[src/rtl/instruction_fetch_if.sv]
// Bundle of fetch-stage signals: control in, instruction-memory port, IF/ID register out.
// Latency: none, wires only.
// Backpressure: stall is carried here and acted on by the fetch unit.
//  master (fetch unit): drives imem_pc, if_id_*, fetch_fault, fetch_count
//  slave  (environment): drives stall, flush, redirect_*, imem_instruction
interface instruction_fetch_if;
    logic        stall;
    logic        flush;
    logic        redirect_valid;
    logic [31:0] redirect_pc;
    logic [31:0] imem_pc;
    logic [31:0] imem_instruction;
    logic [31:0] if_id_pc;
    logic [31:0] if_id_instruction;
    logic        if_id_valid;
    logic        fetch_fault;
    logic [31:0] fetch_count;

    modport master (
        input  stall, flush, redirect_valid, redirect_pc, imem_instruction,
        output imem_pc, if_id_pc, if_id_instruction, if_id_valid, fetch_fault, fetch_count
    );

    modport slave (
        output stall, flush, redirect_valid, redirect_pc, imem_instruction,
        input  imem_pc, if_id_pc, if_id_instruction, if_id_valid, fetch_fault, fetch_count
    );
endinterface

[src/rtl/instruction_fetch.sv]
// Fetch stage: owns the PC, reads the combinational instruction memory, fills IF/ID.
// Latency: an instruction presented at imem_pc appears in IF/ID one clock later.
// Backpressure: stall holds the PC and IF/ID; a redirect overrides stall and flush.
//  clk, reset (async, active-low), bus: instruction_fetch_if.master
module instruction_fetch #(
    parameter logic [31:0] RESET_PC   = 32'h0000_0000,
    parameter int          IMEM_BYTES = 256,
    parameter logic [31:0] NOP_INSTR  = 32'h0000_0013
) (
    input  logic                  clk,
    input  logic                  reset,
    instruction_fetch_if.master   bus
);
    // Highest word-aligned address that still lies inside the memory.
    localparam logic [31:0] LAST_PC = 32'(IMEM_BYTES - 4);

    typedef enum logic [1:0] {
        BOOT  = 2'd0,
        RUN   = 2'd1,
        FAULT = 2'd2
    } state_t;

    state_t      state, state_nxt;
    logic [31:0] pc, pc_nxt;
    logic [31:0] if_id_pc, if_id_pc_nxt;
    logic [31:0] if_id_instr, if_id_instr_nxt;
    logic        if_id_valid, if_id_valid_nxt;
    logic        fault, fault_nxt;
    logic [31:0] count, count_nxt;
    logic        bad_pc;

    // The range check runs on the current PC, so 0x...FC + 4 can never wrap into a fetch.
    assign bad_pc = (pc[1:0] != 2'b00) || (pc > LAST_PC);

    always_ff @(posedge clk or negedge reset) begin
        if (!reset) begin
            state       <= BOOT;
            pc          <= RESET_PC;
            if_id_pc    <= 32'h0;
            if_id_instr <= NOP_INSTR;
            if_id_valid <= 1'b0;
            fault       <= 1'b0;
            count       <= 32'h0;
        end else begin
            state       <= state_nxt;
            pc          <= pc_nxt;
            if_id_pc    <= if_id_pc_nxt;
            if_id_instr <= if_id_instr_nxt;
            if_id_valid <= if_id_valid_nxt;
            fault       <= fault_nxt;
            count       <= count_nxt;
        end
    end

    always_comb begin
        state_nxt       = state;
        pc_nxt          = pc;
        if_id_pc_nxt    = if_id_pc;
        if_id_instr_nxt = if_id_instr;
        if_id_valid_nxt = if_id_valid;
        fault_nxt       = fault;
        count_nxt       = count;

        unique case (state)
            BOOT: begin
                if_id_instr_nxt = NOP_INSTR;
                if_id_valid_nxt = 1'b0;
                state_nxt       = RUN;
            end
            RUN: begin
                if (bus.redirect_valid) begin
                    // A redirect wins over a bad PC, so a fault is never raised here.
                    pc_nxt          = bus.redirect_pc;
                    if_id_instr_nxt = NOP_INSTR;
                    if_id_valid_nxt = 1'b0;
                end else if (bus.stall) begin
                    if (bus.flush) begin
                        if_id_instr_nxt = NOP_INSTR;
                        if_id_valid_nxt = 1'b0;
                    end
                end else if (bad_pc) begin
                    if_id_instr_nxt = NOP_INSTR;
                    if_id_valid_nxt = 1'b0;
                    fault_nxt       = 1'b1;
                    state_nxt       = FAULT;
                end else if (bus.flush) begin
                    if_id_instr_nxt = NOP_INSTR;
                    if_id_valid_nxt = 1'b0;
                    pc_nxt          = pc + 32'd4;
                end else begin
                    if_id_pc_nxt    = pc;
                    if_id_instr_nxt = bus.imem_instruction;
                    if_id_valid_nxt = 1'b1;
                    pc_nxt          = pc + 32'd4;
                    count_nxt       = count + 32'd1;
                end
            end
            FAULT: begin
                // Frozen until software redirects; stall and flush have no effect.
                if_id_instr_nxt = NOP_INSTR;
                if_id_valid_nxt = 1'b0;
                if (bus.redirect_valid) begin
                    pc_nxt    = bus.redirect_pc;
                    fault_nxt = 1'b0;
                    state_nxt = RUN;
                end
            end
            default: begin
                state_nxt = BOOT;
            end
        endcase
    end

    assign bus.imem_pc           = pc;
    assign bus.if_id_pc          = if_id_pc;
    assign bus.if_id_instruction = if_id_instr;
    assign bus.if_id_valid       = if_id_valid;
    assign bus.fetch_fault       = fault;
    assign bus.fetch_count       = count;
endmodule

[src/flat_wrapper.sv]
// flat-port wrapper written by rule: the top's interface ports become plain ports
module instruction_fetch_flat 
#(
    parameter logic [31:0] RESET_PC   = 32'h0000_0000,
    parameter int          IMEM_BYTES = 256,
    parameter logic [31:0] NOP_INSTR  = 32'h0000_0013
)
  (clk, reset, bus_stall, bus_flush, bus_redirect_valid, bus_redirect_pc, bus_imem_instruction, bus_imem_pc, bus_if_id_pc, bus_if_id_instruction, bus_if_id_valid, bus_fetch_fault, bus_fetch_count);
  instruction_fetch_if bus_i ();
  input  logic clk;
  input  logic reset;
  input wire logic [$bits(bus_i.stall)-1:0] bus_stall;
  input wire logic [$bits(bus_i.flush)-1:0] bus_flush;
  input wire logic [$bits(bus_i.redirect_valid)-1:0] bus_redirect_valid;
  input wire logic [$bits(bus_i.redirect_pc)-1:0] bus_redirect_pc;
  input wire logic [$bits(bus_i.imem_instruction)-1:0] bus_imem_instruction;
  output wire logic [$bits(bus_i.imem_pc)-1:0] bus_imem_pc;
  output wire logic [$bits(bus_i.if_id_pc)-1:0] bus_if_id_pc;
  output wire logic [$bits(bus_i.if_id_instruction)-1:0] bus_if_id_instruction;
  output wire logic [$bits(bus_i.if_id_valid)-1:0] bus_if_id_valid;
  output wire logic [$bits(bus_i.fetch_fault)-1:0] bus_fetch_fault;
  output wire logic [$bits(bus_i.fetch_count)-1:0] bus_fetch_count;
  assign bus_i.stall = bus_stall;
  assign bus_i.flush = bus_flush;
  assign bus_i.redirect_valid = bus_redirect_valid;
  assign bus_i.redirect_pc = bus_redirect_pc;
  assign bus_i.imem_instruction = bus_imem_instruction;
  assign bus_imem_pc = bus_i.imem_pc;
  assign bus_if_id_pc = bus_i.if_id_pc;
  assign bus_if_id_instruction = bus_i.if_id_instruction;
  assign bus_if_id_valid = bus_i.if_id_valid;
  assign bus_fetch_fault = bus_i.fetch_fault;
  assign bus_fetch_count = bus_i.fetch_count;
  instruction_fetch #(.RESET_PC(RESET_PC), .IMEM_BYTES(IMEM_BYTES), .NOP_INSTR(NOP_INSTR)) u_core (.clk(clk), .reset(reset), .bus(bus_i));
endmodule
[config.mk]
export PLATFORM = sky130hd
export DESIGN_NAME = instruction_fetch_flat
export DESIGN_NICKNAME = d
export VERILOG_FILES = /design/src/rtl/instruction_fetch_if.sv /design/src/rtl/instruction_fetch.sv /design/src/flat_wrapper.sv
export SDC_FILE = /design/constraint.sdc
export NUM_CORES = 1
export LEC_CHECK = 0
export CORE_UTILIZATION = 41
export DETAILED_ROUTE_END_ITERATION = 7
export PLACE_DENSITY = 0.77
export SYNTH_ARGS = -nofsm -noshare
export SYNTH_HDL_FRONTEND = slang
export SYNTH_SLANG_ARGS = --single-unit
[constraint.sdc]
create_clock -name clk -period 2.06 [get_ports clk]
set_input_delay 0.206 -clock clk [delete_from_list [all_inputs] [get_ports clk]]
set_output_delay 0.206 -clock clk [all_outputs]
set_load 0.005 [all_outputs]
Yosys cells after proc, flatten, opt, wreduce, memory -nomap -nowiden --
Cells that the tools add are included.
Storage, ports and cells: word-level logic and storage cells 61, bits in registers 132, output and inout port bits 130, input bits 69
Cells by class: muxes and demuxes 27, reduce and logical (&&, ||, !) cells 11, $add $sub $neg 2, $lt $le $gt $ge 1, bitwise operators 4, eq/ne operators 9
Operators by type and width (count):
- $mux 32 | 9
- $pmux 32 s2 | 2
- $add 32x1->32 const B | 1
- $add 32x3->32 const B | 1
- $gt 32x8->1 const B | 1
- $reduce_and 5->1 | 2
- $mux 1 | 9
- $mux 2 | 4
- $reduce_and 4->1 | 2
- $ne 2x2->1 const B | 3
- $ne 3x3->1 const B | 2
- $pmux 2 s3 | 1
- $reduce_bool 2->1 | 3
- $ne 4x4->1 const B | 1
- $not 1->1 | 4
- $pmux 1 s2 | 2
- $eq 2x1->1 const B | 1
- $eq 2x2->1 const B | 1
- $logic_not 2->1 | 1
- $ne 2x1->1 const B | 1
- $reduce_and 2->1 | 1
- $reduce_or 2->1 | 1
- $logic_or 1x1->1 | 1

Logic depth before layout (Yosys ltp) --
depth after elaboration 6, gate-level depth with buffers 7, gate-level depth less buffers 6

Worst setup path after synthesis --
OpenSTA, ideal clock, no wires.
kind register to register, from register u_core.pc[22] (netlist: u_core.bus.imem_pc[22]), to register u_core.if_id_pc[2] (netlist: u_core.bus.if_id_pc[2]), cell stages (with the launch flop) 6, path buffers 1, arrival 1.844 ns, data required time 1.935 ns, clock period less this slack 1.969 ns, setup time 0.125 ns, path slack 0.091 ns, cells stage by stage dfrtp_1 > nor4_4 > nand4_4 > or3_4 > buf_6 > mux2_4
On the way: cells in the longest elaborated chain, start to end 4
Ends and longest elaborated chain:
- start: declaration | RTL line instruction_fetch.sv:24 | logic [31:0] pc, pc_nxt;
- start signal: assignment | RTL line instruction_fetch.sv:46 | pc <= pc_nxt;
- $gt 32x8->1 | RTL line instruction_fetch.sv:33 | assign bad_pc = (pc[1:0] != 2'b00) || (pc > LAST_PC);
- $logic_or 1x1->1 | RTL line instruction_fetch.sv:33
- $not 1->1 (no source line)
- $reduce_and 5->1 (no source line)
- end signal: assignment | RTL line instruction_fetch.sv:47 | if_id_pc <= if_id_pc_nxt;
- end: declaration | RTL line instruction_fetch.sv:25 | logic [31:0] if_id_pc, if_id_pc_nxt;
Every way passes these cells. A chain may end at the register's enable or synchronous reset.

Final worst setup path --
from register u_core.pc[16] (netlist: u_core.bus.imem_pc[16]), to register u_core.count[16] (netlist: u_core.bus.fetch_count[16])
On the way: cells in the longest elaborated chain, start to end 4
Ends and longest elaborated chain:
- $gt 32x8->1 | RTL line instruction_fetch.sv:33
- $logic_or 1x1->1 | RTL line instruction_fetch.sv:33
- $not 1->1 (no source line)
- $reduce_and 5->1 (no source line)
- end signal: assignment | RTL line instruction_fetch.sv:51 | count <= count_nxt;
- end: declaration | RTL line instruction_fetch.sv:29 | logic [31:0] count, count_nxt;
Every way passes these cells.

==> reports/results.ini <==
[run_status]
status = finished, final reports clean

[sta]
rsz0062_at_grt = yes
hold_viol = 0
report.final.slew_viol_count = 0
relSlewSlack = 0.670
setup_tns_ns = 0
fin_crit_ns = 1.99
setup_viol = 0
fmax_mhz = 503
period_share = 0.966
tightest_slew_ns = 0.490
final.setup_skew_ns = 0.00745

[worst_hold_path]
hold_class = in2async

[yosys]
ys_ff_latch = 132
ys_types = 50
ys.flop_type = dfrtp_1
post-synth-top-count-cell = dfrtp_1
ys_warn_count = 0
syn_avg_cell_area_sq_um = 11.6
synthTopCellsByCount = dfrtp_1 (129), nand2_1 (79), a22o_1 (32), and2_1 (28), xnor2_1 (27)
synth_cells = 483
synth_top_area_frac = 0.577
yosysSeqAreaShare = 0.591
synth_largest_area_cell = dfrtp_1
synth_async_sr_flop_share = 1.00
synthTopCellsByArea = dfrtp_1 (58%), nand2_1 (5.3%), a22o_1 (5.0%)
synth.cell_area_sq_um = 5600
syn_nets = 554
synth-edff-count = 0

[die]
coreArea_sq_um = 13300
placementRows = 42
fp.dieW_um = 119
ioPinCount = 199
start_util = 0.421
dieHeight_um = 119
die_area_sq_um = 14100

[route]
detail-route-antenna-nets = 0
first_iter_violations = 331
wl_per_cell_um = 15.7
drc = 0
drt_wl_total_um = 14100
drt_first_pass_iters = 4
viasPerCell = 5.07
vias = 4574

[power]
leakage_nw = 3.83
intPower_mw = 5.25
p_comb_frac = 0.152
pwr-share-clk = 0.416
p_per_area_nw_per_um2 = 810
ir_drop_uv = 492
power.switching_mw = 1.75
p_seq_frac = 0.432
switching_share = 0.250

[layout]
post-route-util = 0.650
final_layout_size_suffix_gt1_frac = 0.135
num_antenna_cells = 0
fillers = 1042
syn2layout_area_growth_pct = 54.5
nets = 785

[global_routing]
antenna_found_initial = 0
grt_usage = 0.211
grt_pass1_vias = 4655
overflow = 0
grt_pass1_wl_um = 23400
grt_max_degree = 64

[clocking]
clock_sinks = 132
clock_latency_ns = 0.41
clk_pin_slew_ns = 0.06
clock_path_buffers = 2
htreeDepth = 4
clockRootBuffer = clkbuf_16
cts_buffers = 17
cts_tree = built

[placed_design]
hpwl_um = 10400
port_buffers = 198
place_congestion = 0.864

[setup_path]
cp_data_required_time_ns = 2.35
end_kind = flip-flop
path_class = reg2reg
worstPathArrival_ns = 2.28
start_kind = flip-flop
worstPathMaxFanout = 5

[flow_run]
maxCapViolCount = 0

-- layer usage --
metal  track usage  vias to the layer above  wire, um
li1              -                     2159         -
met1         0.274                     2220      6110
met2         0.334                      165      6700
met3        0.0589                       30       967
met4        0.0831                        0       367
met5             0                        -         0
-- layout make-up --
type	instances	area (sq um)	area share
inverters	1	3.75	0.000434
flip-flops and latches	132	3310	0.383
multi-input cells	329	2210	0.256
clock inverters	8	101	0.0117
repair buffers	233	2320	0.268
clock buffers	23	478	0.0553
well taps	176	220	0.0255
-- through the flow --
stage | setup slack, ns | hold slack, ns | cell area [sq um] | total power [mW] | instances
after floorplan | 0.0914 | -0.0896 | 5600 | 3.39 | 483
after global placement | 0.0104 | 0.151 | 7930 | 4.07 | 863
after detailed placement | -0.104 | 0.158 | 7930 | 4.10 | 863
after CTS | 0.00569 | 0.292 | 8520 | 7.03 | 895
after global routing | -0.0406 | 0.313 | 8650 | 7.32 | 902
final | 0.0707 | 0.294 | 8650 | 7.00 | 902
-- sequential cells by signal (all words and copies together), names as in the netlist --
register                      count
u_core.bus.fetch_fault            1
u_core.bus.imem_pc               32
u_core.bus.if_id_instruction     32
u_core.state                      2
u_core.bus.if_id_pc              32
u_core.bus.if_id_valid            1
u_core.bus.fetch_count           32
-- placed cells by master (no fill, tap or decap), types with 3 or more instances in the layout --
master and instances:
buf_4 26, clkbuf_1 3, nand4_1 10, nand2_1 79, clkdlybuf4s50_1 197, a21oi_1 16
dfrtp_1 125, clkinvlp_4 3, clkbuf_16 18, and3_1 10, dfrtp_2 4, and4_1 5
clkbuf_8 3, xnor2_1 27, and2_1 28, buf_6 5, mux2_4 6, xor2_1 3
nor2_1 26, o21ai_0 10, o22a_1 4, buf_12 3, nor4_4 9, nand3_1 25
o22ai_1 4, dfstp_2 3, a22o_1 32
-- cells by family after synthesis --
family,after synthesis,synth area share
buffers and inverters,22,0.0197
multiplexers,8,0.0199
flip-flops,132,0.591
AND/OR/NAND/NOR,210,0.216
AO/OA/AOI/OAI,78,0.0997
XOR/XNOR,31,0.0499
adder cells (fa/ha/maj),2,0.00447
-- critical path: stages (launching register included) --
cell and delay, ns:
dfrtp_2 0.45, nor4_4 0.33, nand4_4 0.19, buf_12 0.19, nor4_1 0.27, buf_4 0.18, nand3_1 0.10, xnor2_1 0.15
-- worst paths after layout --
kind                                                startpoint  cells past startpoint                                     endpoint  slack, ns
max                         u_core.bus.imem_pc[16]$_DFFE_PN0P_                      7       u_core.bus.fetch_count[16]$_DFFE_PN0P_       0.07
min                                                      reset                      2          u_core.bus.if_id_pc[31]$_DFFE_PN0P_       0.29
max reg2reg                 u_core.bus.imem_pc[16]$_DFFE_PN0P_                      7       u_core.bus.fetch_count[16]$_DFFE_PN0P_       0.07
min reg2reg                u_core.bus.if_id_pc[22]$_DFFE_PN0P_                      1          u_core.bus.if_id_pc[22]$_DFFE_PN0P_       0.48
max in group asynchronous                                reset                      3  u_core.bus.if_id_instruction[0]$_DFFE_PN1P_       1.06
min in group clk                           bus_redirect_pc[15]                      3           u_core.bus.imem_pc[15]$_DFFE_PN0P_       0.33
-- timing repair --
action / in CTS / in global routing
buffers inserted: 0 / 6
endpoints found under the setup margin: 1 / 45
hold buffers: 1 / 0
gates cloned: 0 / 1
hold endpoints to repair: 43 / 0
gates resized for setup: 0 / 15
pin swaps: 1 / 9
-- power by group through the flow --
stage / Clock (mW) / Combinational, mW / Sequential, mW
finish: 2.91 / 1.07 / 3.03
global route: 3.09 / 1.17 / 3.06
CTS: 2.96 / 1.06 / 3.01
detailed placement: 0 / 1.05 / 3.06
global placement: 0 / 1.02 / 3.04
floorplan: 0 / 0.365 / 3.03
Power figures use the tool's default switching activity.
